### src/rtl/spi_target_pkg.sv
// rtl/spi_target_pkg.sv - shared types and constants for the SPI target register file
package spi_target_pkg;

    typedef enum logic [1:0] {
        ST_IDLE = 2'd0,
        ST_CMD  = 2'd1,
        ST_DATA = 2'd2
    } state_t;

    localparam int BYTE_W     = 8;
    localparam int CMD_RD_BIT = 7;
    localparam int ADDR_W     = 7;
    localparam int CNT_W      = $clog2(BYTE_W);

endpackage

### src/rtl/spi_target_sync.sv
// rtl/spi_target_sync.sv - multi-stage input synchroniser with registered rise/fall detect
module spi_target_sync #(
    parameter int W      = 1,
    parameter int STAGES = 2
) (
    input  logic         i_clk,
    input  logic         i_rst,
    input  logic [W-1:0] i_d,
    output logic [W-1:0] o_level,
    output logic [W-1:0] o_rise,
    output logic [W-1:0] o_fall
);

    logic [STAGES-1:0][W-1:0] r_sync;
    logic [W-1:0]             r_prev;
    logic [W-1:0]             r_rise;
    logic [W-1:0]             r_fall;
    logic [W-1:0]             w_last;

    assign w_last = r_sync[STAGES-1];

    // Chain resets low so a select held low through reset never looks like a fresh falling edge
    always_ff @(posedge i_clk or posedge i_rst) begin
        if (i_rst) begin
            r_sync <= '0;
            r_prev <= '0;
            r_rise <= '0;
            r_fall <= '0;
        end else begin
            r_sync <= {r_sync[STAGES-2:0], i_d};
            r_prev <= w_last;
            r_rise <= w_last & ~r_prev;
            r_fall <= ~w_last & r_prev;
        end
    end

    assign o_level = r_prev;
    assign o_rise  = r_rise;
    assign o_fall  = r_fall;

endmodule

### src/rtl/spi_target_regfile.sv
// rtl/spi_target_regfile.sv - SPI mode-0 target with byte register file; SPI_TARGET_BURST_EN enables auto-increment bursts
module spi_target_regfile
    import spi_target_pkg::*;
#(
    parameter int DEPTH       = 16,
    parameter int SYNC_STAGES = 2
) (
    input  logic                  io_clock,
    input  logic                  io_reset,
    input  logic                  io_spi_sclk,
    input  logic                  io_spi_ss,
    input  logic                  io_spi_mosi,
    output logic                  io_spi_miso,
    output logic [DEPTH*8-1:0]    io_regs,
    output logic                  io_wrStrobe,
    output logic [ADDR_W-1:0]     io_wrAddr,
    output logic                  io_frameError
);

`ifdef SPI_TARGET_BURST_EN
    localparam bit BURST = 1'b1;
`else
    localparam bit BURST = 1'b0;
`endif

    localparam int                IDX_W     = (DEPTH > 1) ? $clog2(DEPTH) : 1;
    localparam logic [ADDR_W:0]   DEPTH_L   = (ADDR_W+1)'(DEPTH);
    localparam logic [ADDR_W-1:0] LAST_ADDR = ADDR_W'(DEPTH - 1);

    function automatic logic in_range(input logic [ADDR_W-1:0] a);
        return {1'b0, a} < DEPTH_L;
    endfunction

    logic [2:0] w_level, w_rise, w_fall;
    logic       w_unused;

    spi_target_sync #(.W(3), .STAGES(SYNC_STAGES)) u_sync (
        .i_clk   (io_clock),
        .i_rst   (io_reset),
        .i_d     ({io_spi_mosi, io_spi_ss, io_spi_sclk}),
        .o_level (w_level),
        .o_rise  (w_rise),
        .o_fall  (w_fall)
    );

    logic w_sclk_rise, w_sclk_fall, w_ss_rise, w_ss_fall, w_mosi;
    assign w_sclk_rise = w_rise[0];
    assign w_sclk_fall = w_fall[0];
    assign w_ss_rise   = w_rise[1];
    assign w_ss_fall   = w_fall[1];
    assign w_mosi      = w_level[2];
    assign w_unused    = ^{w_level[1:0], w_rise[2], w_fall[2]};

    state_t             r_state;
    logic [CNT_W-1:0]   r_bit_cnt;
    logic [BYTE_W-1:0]  r_rx;
    logic [BYTE_W-1:0]  r_tx;
    logic               r_is_read;
    logic               r_first;
    logic [ADDR_W-1:0]  r_addr;
    logic               r_miso;
    logic               r_wr_strobe;
    logic [ADDR_W-1:0]  r_wr_addr;
    logic               r_frame_err;
    logic [BYTE_W-1:0]  r_regs [DEPTH];

    logic [BYTE_W-1:0]  w_byte;
    logic               w_last_bit;
    logic [ADDR_W-1:0]  w_next_addr;
    logic [ADDR_W-1:0]  w_rd_addr;
    logic [BYTE_W-1:0]  w_rd_data;

    assign w_byte      = {r_rx[BYTE_W-2:0], w_mosi};
    assign w_last_bit  = (r_bit_cnt == CNT_W'(BYTE_W - 1));
    assign w_next_addr = (r_addr == LAST_ADDR) ? '0 : r_addr + ADDR_W'(1);
    // Command byte reads the addressed register; later burst bytes read the next one
    assign w_rd_addr   = (r_state == ST_CMD) ? w_byte[ADDR_W-1:0] : w_next_addr;
    assign w_rd_data   = in_range(w_rd_addr) ? r_regs[w_rd_addr[IDX_W-1:0]] : '0;

    always_ff @(posedge io_clock or posedge io_reset) begin
        if (io_reset) begin
            r_state     <= ST_IDLE;
            r_bit_cnt   <= '0;
            r_rx        <= '0;
            r_tx        <= '0;
            r_is_read   <= 1'b0;
            r_first     <= 1'b0;
            r_addr      <= '0;
            r_miso      <= 1'b0;
            r_wr_strobe <= 1'b0;
            r_wr_addr   <= '0;
            r_frame_err <= 1'b0;
            for (int i = 0; i < DEPTH; i++) r_regs[i] <= '0;
        end else begin
            r_wr_strobe <= 1'b0;
            r_frame_err <= 1'b0;
            if (w_ss_rise) begin
                if (r_state != ST_IDLE && r_bit_cnt != '0) r_frame_err <= 1'b1;
                r_state   <= ST_IDLE;
                r_bit_cnt <= '0;
                r_miso    <= 1'b0;
            end else begin
                case (r_state)
                    ST_IDLE: begin
                        if (w_ss_fall) begin
                            r_state   <= ST_CMD;
                            r_bit_cnt <= '0;
                            r_rx      <= '0;
                            r_tx      <= '0;
                        end
                    end
                    ST_CMD, ST_DATA: begin
                        if (w_sclk_rise) begin
                            r_rx      <= w_byte;
                            r_bit_cnt <= r_bit_cnt + CNT_W'(1);
                            if (w_last_bit) begin
                                if (r_state == ST_CMD) begin
                                    r_state   <= ST_DATA;
                                    r_is_read <= w_byte[CMD_RD_BIT];
                                    r_addr    <= w_byte[ADDR_W-1:0];
                                    r_first   <= 1'b1;
                                    r_tx      <= w_byte[CMD_RD_BIT] ? w_rd_data : '0;
                                end else begin
                                    r_first <= 1'b0;
                                    if (!r_is_read && (BURST || r_first) && in_range(r_addr)) begin
                                        r_regs[r_addr[IDX_W-1:0]] <= w_byte;
                                        r_wr_strobe <= 1'b1;
                                        r_wr_addr   <= r_addr;
                                    end
                                    if (BURST) begin
                                        r_addr <= w_next_addr;
                                        if (r_is_read) r_tx <= w_rd_data;
                                    end
                                end
                            end
                        end else if (w_sclk_fall) begin
                            r_miso <= r_tx[BYTE_W-1];
                            r_tx   <= {r_tx[BYTE_W-2:0], 1'b0};
                        end
                    end
                    default: r_state <= ST_IDLE;
                endcase
            end
        end
    end

    for (genvar g = 0; g < DEPTH; g++) begin : g_export
        assign io_regs[g*8 +: 8] = r_regs[g];
    end

    assign io_spi_miso   = r_miso & ~io_spi_ss;
    assign io_wrStrobe   = r_wr_strobe;
    assign io_wrAddr     = r_wr_addr;
    assign io_frameError = r_frame_err;

endmodule

### config.mk
export PLATFORM = sky130hd
export DESIGN_NAME = spi_target_regfile
export DESIGN_NICKNAME = d
export VERILOG_FILES = /design/src/rtl/spi_target_pkg.sv /design/src/rtl/spi_target_sync.sv /design/src/rtl/spi_target_regfile.sv
export SDC_FILE = /design/constraint.sdc
export NUM_CORES = 1
export LEC_CHECK = 0
export ABC_CLOCK_PERIOD_IN_PS = 5400
export CAP_MARGIN = 25
export CORE_MARGIN = 2
export CORE_UTILIZATION = 48
export CTS_CLUSTER_DIAMETER = 60
export CTS_CLUSTER_SIZE = 20
export DETAILED_ROUTE_END_ITERATION = 8
export GPL_ROUTABILITY_DRIVEN = 0
export GPL_TIMING_DRIVEN = 0
export PLACE_DENSITY_LB_ADDON = 0.05
export SLEW_MARGIN = 10
export SYNTH_ARGS = -nofsm -noshare
export SYNTH_HDL_FRONTEND = slang
export SYNTH_SLANG_ARGS = --single-unit
### constraint.sdc
create_clock -name io_clock -period 5.4 [get_ports io_clock]
set_clock_uncertainty 0.2 [all_clocks]
set_input_delay 0.81 -clock io_clock [delete_from_list [all_inputs] [get_ports io_clock]]
set_output_delay 0.81 -clock io_clock [all_outputs]
set_load 0.1 [all_outputs]
==> flow_summary.yaml <==
sta:
  timing_max_transition_violations_final: 0
  timing_hold_violations_final: 0
  rsz0062_at_grt: "no"
  maxClockFrequency_mhz: 261
  final_min_period_over_clock_period_pct: 71.0
  timing.final.setup_violations: 0
  timing.setup.tns_ns: 0
  timing.max_slew.rel_slack_pct: 33.9
  worst_slew_pin_slew_ns: 0.989
  layout_min_cycle_time_ns: 3.84
clocking:
  post_cts_hold_buffer_count: 0
  clk_pin_slew_worst_paths_ns: 0.07
  insertion_delay_ns: 0.44
  clock-sinks: 180
  ctsLongestPathBuffers: 2
  cts_tree: "done"
  clock-root-buffer: "sky130_fd_sc_hd__clkbuf_16"
  cts_made_buffers: 17
  cts_max_level: 4
  cts.repair.resized: 0
  post-cts-setup-buffers: 0
global_route:
  maximum_number_of_pins_on_one_net_before_global_route_repair: 41
  via_count_of_the_first_global_routing_pass: 6578
  global_route.overflow_total: 0
  wire_length_of_the_first_global_routing_pass_um: 39000
  all_layer_gr_usage_pct: 28.7
  antenna_found_initial: 0
logic_synthesis:
  yosys_warnings: 0
  synth.lib_cells_used.distinct: 46
  synth_flop_cell: "sky130_fd_sc_hd__dfrtp_1"
  post_synth_inst_count: 677
  synth_seq_cells: 180
  sequential_to_total_area_share_from_yosys_stat_pct: 53.7
  synth_area_mm2: 0.00840
  postSynthNetCount: 694
  syn_area_per_cell_um2: 12.4
  async_flop_share_pct: 100
  synth_edf_count: 0
setup_path:
  worstSetupStartpoint: "r_state[1]$_DFFE_PP0P_"
  worst_r2r_end: "r_tx[7]$_DFFE_PP0P_"
  critPathCapture: "r_tx[7]$_DFFE_PP0P_"
  worstSetupEndpointType: "flop"
  worst-setup-path-type: "flop to flop"
  timing.critical_path.required_ns: 5.55
  timing.critical_path.slowest_cell_delay_ns: 0.55
  critical_path_cell_list: "inv_1 > ha_1 > buf_2 > or2_2 > clkbuf_1 > nand2_1 > clkbuf_1 > a211oi_1 > o311ai_0 > o2111ai_1 > o21ai_0"
  startpoint_type: "flop"
  worst_path_most_repeated_cell: "sky130_fd_sc_hd__clkbuf_1"
  reg2reg_setup_slack_ns: 1.56
  worst-endpoint-arrival_ns: 3.98
  critical_path.reg2reg.startpoint: "r_state[1]$_DFFE_PP0P_"
  cp_max_fo: 10
  critical-path-slowest-cell: "sky130_fd_sc_hd__o311ai_0"
  worst_r2r_path_depth: 11
pwr:
  vdd.ir_drop.worst_uv: 225
  p_leak_uw: 0.00492
  pwr_density_cell_mw_per_mm2: 279
route:
  routed-wl-met3_um: 1910
  route.met2.wl_um: 12600
  vias: 6437
  route.detailed.drc: 0
  via_to_cell_ratio: 5.97
  route.final.wire_length_um: 25800
  drt_first_iter_violations: 423
  post_drt_wl_per_cell_um: 23.9
  drt.antenna.violating_nets: 0
  wirelength_met1_um: 10700
  drt-pass1-iter-count: 6
  top_routing_layer_in_use: "met4"
place:
  post-dp-hpwl_um: 18100
  place.port_buffers: 142
  placedInstanceArea_mm2: 0.0102
cells_and_area:
  share_of_cells_above_drive_strength_1_pct: 25.1
  syn2layout_area_growth_pct: 28.5
  diodes: 0
  layout_commonest_cell: "sky130_fd_sc_hd__dfrtp_1"
  layout_common_cells: "sky130_fd_sc_hd__dfrtp_1 (180), sky130_fd_sc_hd__mux2_2 (148), sky130_fd_sc_hd__clkdlybuf4s50_1 (142)"
  layout.nets: 859
  stdcell_area_mm2: 0.0108
die:
  design.portCount: 143
  chipWidth_um: 136
  die_height_um: 136
  start_util_pct: 48.9
  core_region_area_mm2: 0.0172
  die_area_mm2: 0.0186
  num_rows: 48
job:
  drv.max_cap_violation_count: 0
run_status:
  status: "finished clean"
hold_path:
  min-delay-path-class: "flop to flop"
  min_from: "u_sync.r_sync[2]$_DFF_PP0_"
## state kept, by name (all words and copies together) (netlist names)
register and count:
r_addr 7, r_rx 7, r_bit_cnt 3, r_miso 1
u_sync.o_fall 2, r_is_read 1, u_sync.o_level 3, u_sync.r_sync 3
u_sync.w_last 3, io_regs 128, u_sync.o_rise 2, io_frameError 1
r_first 1, r_tx 8, io_wrAddr 7, r_state 2
io_wrStrobe 1
## Yosys cell counts (6+ instances only)
cell / count / area [um2]
sky130_fd_sc_hd__dfrtp_1: 180 / 4500
sky130_fd_sc_hd__mux2_2: 148 / 1670
sky130_fd_sc_hd__clkbuf_1: 36 / 135
sky130_fd_sc_hd__and3_1: 33 / 206
sky130_fd_sc_hd__a21oi_1: 29 / 145
sky130_fd_sc_hd__mux2i_1: 24 / 240
sky130_fd_sc_hd__nand2_1: 22 / 82.6
sky130_fd_sc_hd__nor3_1: 22 / 110
sky130_fd_sc_hd__a211oi_1: 18 / 135
sky130_fd_sc_hd__o311ai_0: 14 / 123
sky130_fd_sc_hd__inv_1: 13 / 48.8
sky130_fd_sc_hd__ha_1: 12 / 150
sky130_fd_sc_hd__nor2_1: 12 / 45.0
sky130_fd_sc_hd__nor2_2: 11 / 68.8
sky130_fd_sc_hd__nor2b_1: 11 / 68.8
sky130_fd_sc_hd__o21ai_0: 11 / 55.1
sky130_fd_sc_hd__a22o_1: 9 / 78.8
sky130_fd_sc_hd__buf_2: 9 / 45.0
sky130_fd_sc_hd__a2111oi_0: 7 / 61.3
sky130_fd_sc_hd__o2111ai_1: 7 / 61.3
sky130_fd_sc_hd__nand2b_1: 6 / 37.5
## cell families after synthesis
kind of cell	share of synthesized area, %
compound gates	9.08
xor+xnor	0.209
fa+ha+maj	1.79
buf+inv	2.95
flops	53.7
mux	22.7
simple gates	9.61
## critical path, delay by kind of cell, from the launching register on
kind / cells / cell delay, ns
adder cells (fa/ha/maj): 1 / 0.25
buffers and inverters: 4 / 0.96
AO/OA/AOI/OAI: 4 / 1.33
AND/OR/NAND/NOR: 2 / 0.58
flip-flops: 1 / 0.42
## per-stage QoR
stage	worst slack [ns]	total power [uW]	std cells	hold WS, ns	utilization [%]
floorplan	2.08	1640	677	0.131	-
global placement	0.733	1730	1044	0.140	58.8
detailed placement	1.72	1750	1048	0.139	59.3
CTS	1.66	3010	1079	0.152	62.8
global route	1.32	3110	1079	0.167	62.8
finish	1.56	3010	1079	0.151	62.8
## area by class of cell
type,instances,area [um2]
fill,1380,6390
sequential,180,4500
multi-input combinational,435,3640
timing repair buffer,146,1500
clock buffer,17,425
tap,225,282
buffer,49,199
clock inverter,14,179
inverter,13,52.6
## report_power, final
group | total (uW) | switching [uW] | internal (uW)
Sequential | 1360 | 7.48 | 1360
Combinational | 370 | 256 | 114
Clock | 1280 | 548 | 730
## worst min-delay path by stage
stage	endpoint	cells after the start	slack, ns
after floorplan	u_sync.o_level[2]$_DFF_PP0_	0	0.13
after global placement	u_sync.w_last[2]$_DFF_PP0_	0	0.14
after detailed placement	u_sync.w_last[2]$_DFF_PP0_	0	0.14
after CTS	u_sync.w_last[1]$_DFF_PP0_	0	0.15
after global routing	u_sync.w_last[2]$_DFF_PP0_	0	0.17
final	u_sync.w_last[2]$_DFF_PP0_	0	0.15
## routing by layer
metal,GRT usage (%),vias to the layer above
met3,6.34,51
met1,38.3,3267
met5,0,-
li1,-,2823
met4,9.61,0
met2,46.3,296
Power figures use the tool's default switching activity.
